## src/rtl/imm_encoder.sv

```systemverilog
// imm_encoder
// Splits a 32-bit constant into the shortest sequence of (imm16, extop)
// beats that the immediate extender expands back to the same value.
// Words that fit one extension mode give one beat. Other words give two
// beats: a lui beat with the high half, then a zero-extended beat with
// the low half. The consumer ORs the two beats together.
//
// Ports
//   clk         clock, rising edge
//   reset       synchronous, active-high reset
//   in_valid    in_imm32 is valid
//   in_ready    encoder accepts in_imm32 this cycle
//   in_imm32    constant to encode
//   out_valid   out_imm16 / out_extop / out_last are valid
//   out_ready   consumer takes the current beat
//   out_imm16   immediate field
//   out_extop   3'b000 ZeroExt, 3'b001 SignExt, 3'b010 LuiExt
//   out_last    final beat of the current constant
//   pair_count  saturating count of constants that needed two beats
//
// state  | meaning
// IDLE   | no beat pending
// SINGLE | one-beat result held
// HI     | lui beat of a pair held, low half waiting in lo_q
// LO     | zero-extended low-half beat of a pair held

module imm_encoder #(
  parameter int CNT_W = 16
) (
  input  logic             clk,
  input  logic             reset,
  input  logic             in_valid,
  output logic             in_ready,
  input  logic [31:0]      in_imm32,
  output logic             out_valid,
  input  logic             out_ready,
  output logic [15:0]      out_imm16,
  output logic [2:0]       out_extop,
  output logic             out_last,
  output logic [CNT_W-1:0] pair_count
);

  localparam logic [2:0] EXT_ZERO = 3'b000;
  localparam logic [2:0] EXT_SIGN = 3'b001;
  localparam logic [2:0] EXT_LUI  = 3'b010;

  typedef enum logic [1:0] {IDLE, SINGLE, HI, LO} state_t;

  state_t      state;
  state_t      state_nxt;
  logic [15:0] data_q;
  logic [15:0] lo_q;
  logic [2:0]  ext_q;

  logic [15:0] w_hi;
  logic [15:0] w_lo;
  logic        enc_pair;
  logic [15:0] enc_imm;
  logic [2:0]  enc_ext;
  logic        accept;
  logic        out_hs;

  assign w_hi = in_imm32[31:16];
  assign w_lo = in_imm32[15:0];

  // Encoding rules in priority order. The result is only ever captured
  // into registers, so in_imm32 never reaches the outputs combinationally.
  always_comb begin
    enc_pair = 1'b0;
    enc_imm  = w_lo;
    enc_ext  = EXT_SIGN;
    if (in_imm32 == {{16{w_lo[15]}}, w_lo}) begin
      enc_imm = w_lo;
      enc_ext = EXT_SIGN;
    end else if (w_hi == 16'h0000) begin
      enc_imm = w_lo;
      enc_ext = EXT_ZERO;
    end else if (w_lo == 16'h0000) begin
      enc_imm = w_hi;
      enc_ext = EXT_LUI;
    end else begin
      enc_pair = 1'b1;
      enc_imm  = w_hi;
      enc_ext  = EXT_LUI;
    end
  end

  assign out_hs   = out_valid && out_ready;
  // Accepting on the last-beat handshake keeps single-beat words at one per cycle.
  assign in_ready = (state == IDLE) || (out_hs && out_last);
  assign accept   = in_valid && in_ready;

  // State register and datapath capture
  always_ff @(posedge clk) begin
    if (reset) begin
      state      <= IDLE;
      data_q     <= '0;
      lo_q       <= '0;
      ext_q      <= EXT_ZERO;
      pair_count <= '0;
    end else begin
      state <= state_nxt;
      if (accept) begin
        data_q <= enc_imm;
        ext_q  <= enc_ext;
        lo_q   <= w_lo;
        if (enc_pair && !(&pair_count))
          pair_count <= pair_count + 1'b1;
      end
    end
  end

  // Next-state logic
  always_comb begin
    state_nxt = state;
    case (state)
      IDLE: begin
        if (accept)
          state_nxt = enc_pair ? HI : SINGLE;
      end
      SINGLE, LO: begin
        if (out_hs) begin
          if (accept)
            state_nxt = enc_pair ? HI : SINGLE;
          else
            state_nxt = IDLE;
        end
      end
      HI: begin
        if (out_hs)
          state_nxt = LO;
      end
      default: state_nxt = IDLE;
    endcase
  end

  // Output logic
  always_comb begin
    out_valid = 1'b0;
    out_last  = 1'b0;
    out_imm16 = 16'h0000;
    out_extop = EXT_ZERO;
    case (state)
      SINGLE: begin
        out_valid = 1'b1;
        out_last  = 1'b1;
        out_imm16 = data_q;
        out_extop = ext_q;
      end
      HI: begin
        out_valid = 1'b1;
        out_last  = 1'b0;
        out_imm16 = data_q;
        out_extop = EXT_LUI;
      end
      LO: begin
        out_valid = 1'b1;
        out_last  = 1'b1;
        out_imm16 = lo_q;
        out_extop = EXT_ZERO;
      end
      default: begin
        out_valid = 1'b0;
      end
    endcase
  end

endmodule

```

## config.mk

```make
export PLATFORM = sky130hd
export DESIGN_NAME = imm_encoder
export DESIGN_NICKNAME = d
export VERILOG_FILES = /design/src/rtl/imm_encoder.sv
export SDC_FILE = /design/constraint.sdc
export NUM_CORES = 1
export LEC_CHECK = 0
export CAP_MARGIN = 20
export CORE_MARGIN = 2
export CORE_UTILIZATION = 52
export DETAILED_ROUTE_END_ITERATION = 10
export PLACE_DENSITY = 0.85
export SLEW_MARGIN = 30
export SYNTH_ARGS = -nofsm -noshare
export SYNTH_HDL_FRONTEND = slang
export SYNTH_SLANG_ARGS = --single-unit
export TNS_END_PERCENT = 100
```

## constraint.sdc

```tcl
create_clock -name clk -period 5.35 [get_ports clk]
set_input_delay 1.07 -clock clk [delete_from_list [all_inputs] [get_ports clk]]
set_output_delay 1.07 -clock clk [all_outputs]
set_load 0.05 [all_outputs]
```

# Word-level counts from Yosys, hierarchy flattened
# Index checks and enable logic that the tools add are counted.
[classes]
n_reduce_logical = 15
n_addsub = 1
n_eq_ne = 7
n_mux = 17
[ops]
columns = ["op", "n"]
rows = [
  ["16-bit logical NOT", 2],
  ["16-bit two-way mux", 2],
  ["16-bit one-hot mux with 2 select lines", 1],
  ["16-bit by 1-bit adder with 16-bit output, second input constant", 1],
  ["16-bit == test", 1],
  ["16-bit AND reduction", 1],
  ["2-bit two-way mux", 7],
  ["2-bit one-hot mux with 3 select lines", 1],
  ["3-bit one-hot mux with 2 select lines", 1],
  ["1-bit two-way mux", 5],
  ["2-bit == test, second input constant", 2],
  ["1-bit logical AND", 4],
  ["2-bit inequality test, second input constant", 2],
  ["2-bit OR reduction", 2],
  ["3-bit AND reduction", 1],
  ["3-bit OR reduction", 1],
  ["2-bit by 1-bit == test with 1-bit output, second input constant", 1],
  ["2-bit logical NOT", 1],
  ["2-bit by 1-bit inequality test with 1-bit output, second input constant", 1],
  ["2-bit AND reduction", 1],
  ["1-bit logical NOT", 1],
  ["1-bit logical OR", 1],
]
[word_totals]
regBits = 53
elab_cells = 45

# Longest topological paths before layout
[logic_depth]
depth_word = 10
mapped_depth = 8

# Worst setup path before layout
# No wires, ideal clock.
[synth_path]
path_type = "register to output"
startpoint = "register state[0]"
endpoint = "output port out_extop[1]"
arrival_time_ns = 2.028
t_required_ns = 4.280
n_path_buf = 2
path_slack_ns = 2.252
path_stages_with_launch = 6
path_cell_list = "dfxtp_1 -> inv_1 -> ha_1 -> clkbuf_1 -> clkbuf_1 -> nor2b_1"
[synth_between]
elab_chain_len = 2
[synth_rtl]
columns = ["item", "line_no", "rtl"]
rows = [
  ["from (decl)", "49", "state_t state;"],
  ["from (signal assigned)", "102", "state <= state_nxt;"],
  ["2-bit == test / 2-bit by 1-bit == test with 1-bit output (equally long branches)", "143", "case (state)"],
  ["3-bit one-hot mux with 2 select lines (*)", "143", ""],
  ["to (decl)", "38", "output logic [2:0] out_extop,"],
]
# Every way passes the cells marked *; elsewhere a longest branch is shown, timed or not.

# Worst setup path in the final report
[layout_path]
startpoint = "register state[0]"
endpoint = "output port out_imm16[8]"
[layout_between]
elab_chain_len = 3
[layout_rtl]
columns = ["item", "line_no", "rtl"]
rows = [
  ["2-bit == test / 2-bit by 1-bit == test with 1-bit output (equally long branches)", "143", ""],
  ["2-bit OR reduction (no source line)", "n/a", ""],
  ["16-bit one-hot mux with 2 select lines (*)", "143", ""],
  ["to (decl)", "37", "output logic [15:0] out_imm16,"],
]
# Marks and branches as above.

==> metrics.md <==
| Metric | Value |
|---|---|
| Worst min path class | `register to register` |
| Mean Syn Cell Area | `about 7.8 sq um` |
| Reg clk slew, reported paths | `~90 ps` |
| Cell Chain, Critical Path | `inv_1 > ha_1 > a22oi_1 > nor2_1 > clkdlybuf4s50_1` |
| Initial DRC count | `140` |
| Maxcap violations | `0` |
| Slowest stage cell, crit path | `clkdlybuf4s50_1` |
| Worst slew pin tran | `slightly below 900 ps` |
| Synth async-reset ratio | `0` |
| Fin crit share | `0.721` |
| Critical path origin | `state[0]` |
| RSZ-0062 raised after global routing | `no` |
| Overall routing resource usage | `0.247` |
| Largest net degree at the start of global routing | `57` |
| Yosys reg bits | `52` |
| Register area share after synthesis | `0.377` |
| Worst-skew pair later-pin latency | `roughly 310 ps` |
| Number of diodes | `0` |
| Detailed Place HPWL | `4970 um` |
| Min-delay src | `lo_q[3]` |
| Endpoints failing setup | `0` |
| Routability congestion estimate | `0.819` |
| Critical path launch point type | `register` |
| Library cells used by synthesis | `39` |
| Peak supply drop | `~0.32 mV` |
| Outcome | `finished clean` |
| Final #Nets | `roughly 450` |
| CTS Hold Bufs | `0` |
| Vias in the first global route | `between 2k and 3k` |
| Worst endpoint required time | `between 4000 and 5000 ps` |
| Clk Tree Root Cell | `clkbuf_8` |
| Routed vias | `between 2k and 3k` |
| Static leakage | `1.25 nW` |
| Synth Instances | `352` |
| Worst slew margin | `0.419` |
| Worst EP arrival | `about 2800 ps` |
| Worst-case reg-to-reg path depth | `6` |
| Drt total wl | `roughly 7300 um` |
| Bufs on Longest Clock Path | `2` |
| Core box area | `5110 sq um` |
| Fillers | `458` |
| Worst Setup Path Type | `register to output port` |
| Routed Antenna Nets | `0` |
| Largest stage delay on the critical path | `830 ps` |
| IO Count | `74` |
| Setup ws final | `1490 ps` |
| Avg WL per Cell | `~15 um` |
| Pre-CTS WS | `about 1600 ps` |
| Reg2reg start | `pair_count[1]` |
| CTS tree | `built` |
| Synthesis Warnings | `0` |
| Post-CTS Resized | `0` |
| Postcts setup bufs | `0` |
| Hold Path Cell Cnt | `2` |
| CP Max Fanout | `18` |
| Hold Violations, Final | `0` |
| Area growth, synth to finish | `28.4%` |
| CTS Buf Count | `5` |
| CTS sink cnt | `52` |
| Total grt overflow | `0` |
| Fin Clk Skew | `7.09 ps` |
| Post-route minimum period | `3860 ps` |
| PD cells | `around 390 nW/um^2` |
| Crit path capture type | `output port` |
| Num rows | `26` |
| Share of layout cells above drive strength 1 | `0.0469` |
| Setup_tns | `0 ps` |
| Fmax | `about 260 MHz` |
| IO Port Bufs | `72` |
| Vias per cell | `slightly below 6` |
| DRT Pass-1 Iters | `4` |
| EDFF count, synth | `0` |
| Syn Std Cell Area | `approximately 2800 sq um` |
| Syn nets | `just under 400` |
| First-pass GRT wire length | `around 12000 um` |
| Residual DRC | `0` |
| Die W | `a little under 80 um` |
| Most used flip-flop cell after synthesis | `dfxtp_1` |
| H-tree depth | `2` |
| Die Y | `76.9 um` |
| Initial antenna violation count | `0` |
| Max-slew violations | `0` |
| Die ar. | `just under 6000 sq um` |
| Initial core utilization | `0.541` |
## per-layer routing
metal / part of all wire / GRT usage
met5: 0 / 0
met3: 0.049 / 0.0494
met4: 0.017 / 0.0782
met1: 0.45 / 0.326
met2: 0.49 / 0.406
## where the power goes
group | internal [mW] | switching (mW) | total, mW
clock network | 0.139 | 0.127 | 0.266
registers | 0.442 | 0.0367 | 0.479
logic | 0.213 | 0.433 | 0.645
## path summary, 6_finish.rpt
path	endpoint	slack [ps]
setup / recovery	out_imm16[8]	1490
hold / removal	lo_q[3]	460
setup reg to reg	pair_count[10]	2920
hold reg to reg	lo_q[3]	460
## layout make-up
class                           count  area [sq um]  share of cell area
Clock buffer                        6          72.6              0.0205
Timing Repair Buffer               74           733               0.207
Multi-Input combinational cell    264          1550               0.438
Clock inverter                      2          35.0             0.00987
Sequential cell                    52          1040               0.293
Tap cell                           70          87.6              0.0247
Inverter                            7          26.3             0.00740
## cell families (layout without fill, tap and decap cells)
| family | Yosys count | in the layout | share of synthesized area |
|---|---|---|---|
| AO/OA/AOI/OAI | 81 | 81 | 0.192 |
| adder cells (fa/ha/maj) | 5 | 5 | 0.0226 |
| buffers and inverters | 36 | 89 | 0.0643 |
| flip-flops | 52 | 52 | 0.377 |
| multiplexers | 14 | 14 | 0.0521 |
| other | 1 | 1 | 0.00136 |
| AND/OR/NAND/NOR | 163 | 163 | 0.291 |
## flip-flops by register name (all words and copies together), names as in the netlist, named ones only
| register | count |
|---|---|
| data_q | 16 |
| pair_count | 16 |
| state | 1 |
| ext_q | 2 |
| lo_q | 16 |
## worst max-delay path: cells and delay by family (launching register included)
family / cells / cell delay, ps
compound gates: 1 / 150
buf+inv: 2 / 950
flops: 1 / 460
fa+ha+maj: 1 / 740
simple gates: 1 / 180
## through the flow
stage          total power, mW  instances  hold slack (ps)  area [sq um]   util
3_3_place_gp              1.12        467              442          3430  0.671
3_5_place_dp              1.13        467              447          3440  0.673
4_1_cts                   1.39        475              460          3550  0.694
5_1_grt                   1.47        475              481          3550  0.695
2_1_floorplan            0.943        352              437          2760      -
6_report                  1.39        475              459          3550  0.695
## synthesized netlist by cell type (2+ instances only)
master / count / area share
dfxtp_1: 52 / 0.38
nand2_1: 40 / 0.054
nor2_1: 45 / 0.061
a21oi_1: 34 / 0.062
a211oi_1: 11 / 0.030
inv_1: 7 / 0.0095
mux2i_1: 11 / 0.040
or4_1: 11 / 0.030
nor4_1: 15 / 0.034
buf_6: 2 / 0.0082
o21ai_0: 3 / 0.0054
buf_4: 2 / 0.0054
buf_2: 3 / 0.0054
and4_1: 2 / 0.0063
a22oi_1: 16 / 0.043
nand4_1: 9 / 0.020
ha_1: 5 / 0.023
nand3_1: 9 / 0.016
clkbuf_1: 21 / 0.029
nor3_1: 17 / 0.031
nand2b_1: 4 / 0.0091
o31ai_1: 11 / 0.030
nor2b_1: 3 / 0.0068
and3_1: 2 / 0.0045
mux2_2: 3 / 0.012
## placed cells by master, fill, tap and decap left out, drive strengths merged, types with 4 or more instances in the layout
master / count
a211oi: 11
a21oi: 34
a22oi: 16
clkbuf: 6
clkdlybuf4s50: 71
dfxtp: 52
ha: 5
inv: 7
mux2i: 11
nand2: 41
nand2b: 4
nand3: 9
nand4: 9
nor2: 45
nor3: 17
nor4: 15
o31ai: 11
or4: 12
(Power assumes the default switching activity.)
